`src/rtl/mem_arb_pkg.sv`:
```
//------------------------------------------------------------------------------
// Module   : mem_arb_pkg
// Purpose  : Shared types, default sizes and the round-robin pick helper
//            for the memory arbiter and any other round-robin shared resource.
// Revision : 1.0 - initial release
//------------------------------------------------------------------------------
`default_nettype none

package mem_arb_pkg;

    typedef enum logic [0:0] {
        IDLE = 1'b0,
        BUSY = 1'b1
    } arb_state_t;

    localparam int DEFAULT_AW      = 5;
    localparam int DEFAULT_DW      = 8;
    localparam int DEFAULT_TIMEOUT = 16;

    // Widest requester vector the picker handles, and the index width for it
    localparam int MAX_NREQ = 4;
    localparam int IDX_W    = 2;

    // First set request found scanning upward from ptr, wrapping modulo nreq.
    // With no request set the result is ptr and the caller must ignore it.
    function automatic logic [IDX_W-1:0] rr_pick(
        input logic [MAX_NREQ-1:0] req_vec,
        input logic [IDX_W-1:0]    ptr,
        input int                  nreq
    );
        logic [IDX_W-1:0] pick;
        logic             found;
        int               idx;
        pick  = ptr;
        found = 1'b0;
        for (int i = 0; i < MAX_NREQ; i++) begin
            idx = (int'(ptr) + i) % nreq;
            if ((i < nreq) && !found && req_vec[idx[IDX_W-1:0]]) begin
                pick  = idx[IDX_W-1:0];
                found = 1'b1;
            end
        end
        return pick;
    endfunction

endpackage

`default_nettype wire

```
`src/rtl/rr_arbiter.sv`:
```
//------------------------------------------------------------------------------
// Module   : rr_arbiter
// Purpose  : Combinational round-robin picker. Searches the request vector
//            starting at ptr and returns a one-hot grant plus its index.
// Revision : 1.0 - initial release
//------------------------------------------------------------------------------
`default_nettype none

module rr_arbiter
    import mem_arb_pkg::*;
#(
    parameter int NREQ = 2,
    parameter int IW   = (NREQ > 1) ? $clog2(NREQ) : 1
) (
    input  logic [NREQ-1:0] req,
    input  logic [IW-1:0]   ptr,
    output logic [NREQ-1:0] grant,
    output logic [IW-1:0]   idx,
    output logic            any
);

    logic [MAX_NREQ-1:0] req_ext;
    logic [IDX_W-1:0]    ptr_ext;
    logic [IDX_W-1:0]    pick;

    // Widen to the helper's fixed vector size and pick the winner
    always_comb begin
        req_ext             = '0;
        req_ext[NREQ-1:0]   = req;
        ptr_ext             = '0;
        ptr_ext[IW-1:0]     = ptr;
        pick                = rr_pick(req_ext, ptr_ext, NREQ);
        idx                 = pick[IW-1:0];
        any                 = |req;
    end

    // One-hot decode of the winning index, empty when nothing is requested
    generate
        for (genvar i = 0; i < NREQ; i++) begin : g_grant
            assign grant[i] = any && (idx == IW'(i));
        end
    endgenerate

endmodule

`default_nettype wire

```
`src/rtl/mem_arbiter.sv`:
```
//------------------------------------------------------------------------------
// Module   : mem_arbiter
// Purpose  : Round-robin arbiter sharing one handshake memory among NREQ
//            requesters, with request latching and a no-ack watchdog.
// Revision : 1.0 - initial release
//------------------------------------------------------------------------------
`default_nettype none

module mem_arbiter
    import mem_arb_pkg::*;
#(
    parameter int NREQ    = 2,
    parameter int AW      = DEFAULT_AW,
    parameter int DW      = DEFAULT_DW,
    parameter int TIMEOUT = DEFAULT_TIMEOUT
) (
    input  logic                 clk,
    input  logic                 rst,
    input  logic [NREQ-1:0]      req,
    input  logic [NREQ-1:0]      we,
    input  logic [NREQ*AW-1:0]   addr,
    input  logic [NREQ*DW-1:0]   wdata,
    output logic [NREQ-1:0]      done,
    output logic [NREQ-1:0]      err,
    output logic [DW-1:0]        rdata,
    output logic                 busy,
    output logic                 mem_read,
    output logic                 mem_write,
    output logic [AW-1:0]        mem_addr,
    output logic [DW-1:0]        mem_wdata,
    input  logic [DW-1:0]        mem_rdata,
    input  logic                 mem_ack
);

    localparam int IW  = (NREQ > 1) ? $clog2(NREQ) : 1;
    localparam int WDW = $clog2(TIMEOUT);
    localparam logic [WDW-1:0] WD_LAST  = WDW'(TIMEOUT - 1);
    localparam logic [IW-1:0]  LAST_IDX = IW'(NREQ - 1);

    arb_state_t      state;
    logic [IW-1:0]   ptr;
    logic [IW-1:0]   owner;
    logic [NREQ-1:0] owner_oh;
    logic [WDW-1:0]  wd;
    logic [IW-1:0]   pick_idx;
    logic [NREQ-1:0] pick_grant;
    logic            pick_any;
    logic [IW-1:0]   ptr_next;

    rr_arbiter #(
        .NREQ (NREQ),
        .IW   (IW)
    ) u_rr (
        .req   (req),
        .ptr   (ptr),
        .grant (pick_grant),
        .idx   (pick_idx),
        .any   (pick_any)
    );

    // Rotation point after the current owner finishes, wrapping at NREQ
    assign ptr_next = (owner == LAST_IDX) ? '0 : owner + 1'b1;

    assign busy = (state == BUSY);

    // Arbitration FSM; every memory-facing output is registered and, while
    // BUSY, driven only from the copies latched at grant time
    always_ff @(posedge clk) begin
        if (rst) begin
            state     <= IDLE;
            ptr       <= '0;
            owner     <= '0;
            owner_oh  <= '0;
            wd        <= '0;
            done      <= '0;
            err       <= '0;
            rdata     <= '0;
            mem_read  <= 1'b0;
            mem_write <= 1'b0;
            mem_addr  <= '0;
            mem_wdata <= '0;
        end else begin
            done <= '0;
            err  <= '0;
            case (state)
                IDLE: begin
                    if (pick_any) begin
                        owner     <= pick_idx;
                        owner_oh  <= pick_grant;
                        mem_read  <= !we[pick_idx];
                        mem_write <= we[pick_idx];
                        mem_addr  <= addr[pick_idx*AW +: AW];
                        mem_wdata <= wdata[pick_idx*DW +: DW];
                        wd        <= '0;
                        state     <= BUSY;
                    end
                end
                BUSY: begin
                    if (mem_ack) begin
                        // Writes leave the last read result in place
                        if (!mem_write) begin
                            rdata <= mem_rdata;
                        end
                        done      <= owner_oh;
                        mem_read  <= 1'b0;
                        mem_write <= 1'b0;
                        mem_addr  <= '0;
                        mem_wdata <= '0;
                        ptr       <= ptr_next;
                        state     <= IDLE;
                    end else if (wd == WD_LAST) begin
                        // Dropping read/write also withdraws the request
                        // from the memory
                        err       <= owner_oh;
                        mem_read  <= 1'b0;
                        mem_write <= 1'b0;
                        mem_addr  <= '0;
                        mem_wdata <= '0;
                        ptr       <= ptr_next;
                        state     <= IDLE;
                    end else begin
                        // Abort fires at WD_LAST, so the count never wraps
                        wd <= wd + 1'b1;
                    end
                end
                default: state <= IDLE;
            endcase
        end
    end

endmodule

`default_nettype wire

```
`config.mk`:
```
export PLATFORM = sky130hd
export DESIGN_NAME = mem_arbiter
export DESIGN_NICKNAME = d
export VERILOG_FILES = /design/src/rtl/mem_arb_pkg.sv /design/src/rtl/rr_arbiter.sv /design/src/rtl/mem_arbiter.sv
export SDC_FILE = /design/constraint.sdc
export NUM_CORES = 1
export LEC_CHECK = 0
export CORE_ASPECT_RATIO = 1.25
export CORE_MARGIN = 8
export CORE_UTILIZATION = 44
export DETAILED_ROUTE_END_ITERATION = 7
export PLACE_DENSITY = 0.86
export REMOVE_ABC_BUFFERS = 1
export SYNTH_ARGS = -nofsm -noshare
export SYNTH_HDL_FRONTEND = slang
export SYNTH_SLANG_ARGS = --single-unit
```
`constraint.sdc`:
```
create_clock -name clk -period 4.6 [get_ports clk]
set_clock_uncertainty 0.2 [all_clocks]
set_input_delay 0.46 -clock clk [delete_from_list [all_inputs] [get_ports clk]]
set_output_delay 0.46 -clock clk [all_outputs]
set_load 0.005 [all_outputs]
```
Word level (Yosys, flattened, before mapping) --
Index checks and enable logic that the tools add are counted.
Storage, ports and cells: bits in registers 36, input bits 41, output and inout bits 28, logic and storage cells 79
Operators by class: add/subtract/negate cells 3, multiply operators 1, $lt $le $gt $ge 3, equal/unequal tests 5, shift operators 2, mux-type cells 33, bitwise gates (word level) 6, reductions and logical operators 14
Operator list (count):
- $mux W8 | 3
- $mux W1 | 17
- $pmux W8 S2 | 1
- $shiftx A16 B5 Y8 | 1
- $mux W5 | 3
- $mux W4 | 3
- $pmux W5 S2 | 1
- $shiftx A10 B5 Y5 | 1
- $pmux W4 S2 | 1
- $pmux W1 S2 | 3
- $reduce_and A2 Y1 | 3
- $reduce_and A3 Y1 | 2
- $not A1 Y1 | 5
- $add A4 B1 Y4 const B | 1
- $eq A4 B4 Y1 const B | 1
- $mul A1 B3 Y4 const B | 1
- $ne A2 B2 Y1 const B | 2
- $reduce_or A4 Y1 | 1
- $logic_and A1 B1 Y1 | 3
- $lt A1 B3 Y1 const B | 1
- $lt A2 B3 Y1 const B | 1
- $ne A3 B2 Y1 const B | 1
- $reduce_or A3 Y1 | 1
- $add A1 B1 Y1 const B | 2
- other kinds (7) | 8

Longest topological paths before layout --
depth after elaboration 11, gate-level depth with buffers 5, mapped depth without buffers 4

Hierarchy --
A second synthesis with hierarchy kept.
Unflattened totals: cell total of the unflattened synthesis 161, area, all modules 1565.3 um^2
Modules (own cells, without submodules):
- mem_arbiter | times used 1, cells each 155, area each 1529.0 um^2, sequential area each 720.7 um^2
- rr_arbiter | times used 1, cells each 6, area each 36.3 um^2, sequential area each 0.0 um^2

Worst setup path before layout --
OpenSTA, ideal clock, no wires.
kind register to register, from reg wd[0], to reg mem_addr[2], setup time 0.059 ns, arrival 1.449 ns, data required time 4.341 ns, path slack 2.892 ns, stages on the path, launching flop included 6, buffers on the path 1, clock period less this slack 1.708 ns, cells stage by stage dfxtp_1 > ha_1 > a31o_2 > a211oi_4 > buf_6 > a221o_1
On the way: longest elaborated chain between the ends 3
Ends and longest elaborated chain:
- start, declared | RTL line mem_arbiter.sv:44 | logic [WDW-1:0] wd;
- start signal, assigned | RTL line mem_arbiter.sv:123 | wd <= wd + 1'b1;
- $eq A4 B4 Y1 | RTL line mem_arbiter.sv:111 | end else if (wd == WD_LAST) begin
- $ne A3 B2 Y1 (no line)
- $reduce_and A2 Y1 (no line)
- end signal, assigned | RTL line mem_arbiter.sv:92 | mem_addr <= addr[pick_idx*AW +: AW];
- end, declared | RTL line mem_arbiter.sv:29 | output logic [AW-1:0] mem_addr,
No other way between the ends. A chain may end at the register's enable or synchronous reset.

==> flow_summary_export.csv <==
group,metric,value,unit
synth,synth_most_common_cell,"dfxtp_1",
critical_path,cp-startpoint,"rst",
sta,hold_viol_final,0,
critical_path,reg2regPathDepth,4,
sta,fmax,404,MHz
synth,synth.area.mux_share,0.0530,
cells_and_area,area_growth_syn_to_layout,52.0,%
synth,synth_top_cell_by_area,"dfxtp_1",
route,wl,3.77,mm
critical_path,crit_path_max_incr_delay,0.88,ns
clock_network,insertion_delay,0.27,ns
route,viasPerCell,5.22,
critical_path,crit_type,"primary input to flip-flop",
sta,finalSetupViolCount,0,
sta,period_minus_slack,2.48,ns
synth,ys_top_cells_by_area,"dfxtp_1 48%, a221o_1 8.6%, mux2i_1 5.3%, nor3_1 5.0%, nor2_1 4.2%",
cells_and_area,num_antenna_cells,0,
pwr,total_power,0.742,mW
min_path,hold_path_class,"flip-flop to flip-flop",
die,dieArea,0.00558,sq mm
clock_network,cts_hold_buf,0,
sta,slew_viol_final,0,
pwr,p_int,0.572,mW
min_path,hold_start,"owner_oh[1]$_SDFFE_PP0P_",
placement,io_buffers,68,
synth,synthAdderAreaFrac,0.00828,
outcome,status,"completed",
sta,fin_hold_ws,0.261,ns
die,die_h,81.5,microns
synth,synth_common_cells,"36 x dfxtp_1, 17 x nor2_1, 15 x nor3_1",
die,rows,24,
critical_path,cp.required,4.62,ns
die,ios,69,
pwr,netSwitchingPower,0.170,mW
critical_path,rr_startpoint,"wd[0]$_SDFFE_PP0P_",
synth,synth_xor_area_frac,0,
placement,routabilityCongestion,0.773,
die,coreArea,0.00339,sq mm
synth,yosys.area_share.simple,0.205,
synth,seq_area_frac_synth,0.477,
synth,synth_top_area_share,0.477,
synth,synth_edf_count,0,
grt,grt_pass1_wl,5.91,mm
sta,relSlewSlack,0.380,
pwr,p_per_area,323,mW/mm^2
synth,syn-cell-area,0.00151,sq mm
route,drtAntennaViolNets,0,
sta,fin_crit_sh,0.538,
sta,worst_pin_slew,0.928,ns
synth,synth_top_family_by_area,"simple AND/OR/NAND/NOR gates",
grt,grt_pass1_vias,1403,
critical_path,slowest_stage,"clkdlybuf4s50_1",
route,via_count,1384,
route,wl_per_cell,14.2,microns
cells_and_area,nets,267,
critical_path,cp_num_buf_inv,1,
clock_network,htreeDepth,2,
grt,overflow,0,
route,drc,0,
clock_network,cts_tree,"built",
pwr,p_leak,0.941,nW
synth,synth.distinct_cells,39,
sta,fin_setup_tns,0,ns
critical_path,worstSetupStartpointType,"primary input",
synth,yosysWarnings,0,
route,drtPass1Iterations,4,
grt,grt_max_degree,27,
clock_network,clk_pin_slew_worst_paths,0.07,ns
clock_network,numCtsBuffers,5,
clock_network,cts_root_buf,"clkbuf_8",
pwr,combPwrFrac,0.173,
pwr,clock_power_share,0.363,
grt,grt_antenna_before_repair,0,
cells_and_area,drive_above_1_share,0.0752,
sta,rsz0062_at_grt,"false",
route,drt_iter0_drc,57,
synth,ys_seq_elements,36,
synth,synth_area_per_cell,9.51,sq um
critical_path,cp.depth,3,
synth,async_reset_ff_frac,0,
clock_network,cts.sinks,36,
clock_network,clockBufferDepth,2,
critical_path,r2r_slack,2.59,ns
critical_path,cp.arrival,2.49,ns
critical_path,crit_chain,"clkdlybuf4s50_1, nor3_2, a221o_1",
die,initial_core_util,0.445,
pwr,seq_power_share,0.464,
min_path,hold_depth,2,
synth,synthFlopType,"dfxtp_1",
die,die_x,68.4,microns
pwr,swShare,0.230,
critical_path,end_kind,"flip-flop",
clock_network,cts_setup_buffers,0,
critical_path,cp_max_fo,26,
grt,grt_usage,0.135,
synth,syn_inst,159,
critical_path,path_delay_family,"buffers and inverters",
clock_network,cts_resized,0,
placement,dp_hpwl,2.91,mm
pwr,peakVddDrop,0.283,mV
flow_run,cap_violations,0,
synth,synth_compound_area_frac,0.185,
-- metrics by stage --
stage               std cells  area [sq um]  setup WS (ns)  utilization
CTS                       265          2300           2.13        0.677
global placement          257          2190           1.89        0.644
detailed placement        257          2190           1.83        0.644
finish                    265          2300           2.12        0.677
floorplan                 150          1460           2.83            -
global route              265          2300           1.97        0.677
-- metal layers --
layer / up-vias / global-route usage / wire, microns
li1: 697 / - / -
met1: 632 / 0.141 / 1400
met2: 51 / 0.229 / 1980
met3: 4 / 0.0587 / 356
met4: 0 / 0.0575 / 37
met5: - / 0 / 0
-- area by class of cell --
cell class                 instances  area [sq um]
tap                               39          48.8
timing repair buffer              68           681
fill                             265          1100
clock inverter                     3          42.5
inverter                          14          52.6
multi-input combinational        100           683
sequential                        36           721
clock buffer                       5          68.8
-- tightest hold or removal path, cell delays in order, from the launching register on --
cell     delay, ns
dfxtp_1       0.31
nand2_1       0.05
a21oi_1       0.05
-- sequential cells by signal, summed over array words and instances, names as in the netlist --
| name | cells |
|---|---|
| busy | 1 |
| done | 2 |
| err | 2 |
| mem_addr | 5 |
| mem_read | 1 |
| mem_wdata | 8 |
| mem_write | 1 |
| owner | 1 |
| owner_oh | 2 |
| ptr | 1 |
| rdata | 8 |
| wd | 4 |
-- layout by cell type, fill, tap and decap left out, types with 2 or more instances in the layout --
cell	n
clkdlybuf4s50_1	68
dfxtp_1	36
nor2_1	17
nor3_1	15
inv_1	14
a221o_1	13
nand2b_1	8
mux2i_1	8
nand2_1	6
clkbuf_8	5
a21oi_1	4
nor4_1	2
a31o_1	2
nand3_1	2
-- path summary, 6_finish.rpt --
kind	endpoint
min	owner_oh[1]$_SDFFE_PP0P_
min reg2reg	owner_oh[1]$_SDFFE_PP0P_
max	mem_wdata[7]$_SDFFE_PP0P_
max reg2reg	mem_wdata[7]$_SDFFE_PP0P_
-- power groups by stage --
stage | Sequential [mW] | Combinational, mW | Clock [mW]
floorplan | 0.351 | 0.0477 | 0
global placement | 0.351 | 0.128 | 0
detailed placement | 0.351 | 0.130 | 0
CTS | 0.345 | 0.130 | 0.273
global route | 0.347 | 0.140 | 0.289
finish | 0.345 | 0.128 | 0.269
-- kinds of logic (layout without fill, tap and decap cells) --
family / after synthesis / count (layout)
AO/OA/AOI/OAI: 31 / 31
flip-flops: 36 / 36
AND/OR/NAND/NOR: 60 / 60
adder cells (fa/ha/maj): 1 / 1
multiplexers: 8 / 8
buffers and inverters: 23 / 90
No activity file was read; power rests on OpenSTA's default activity.
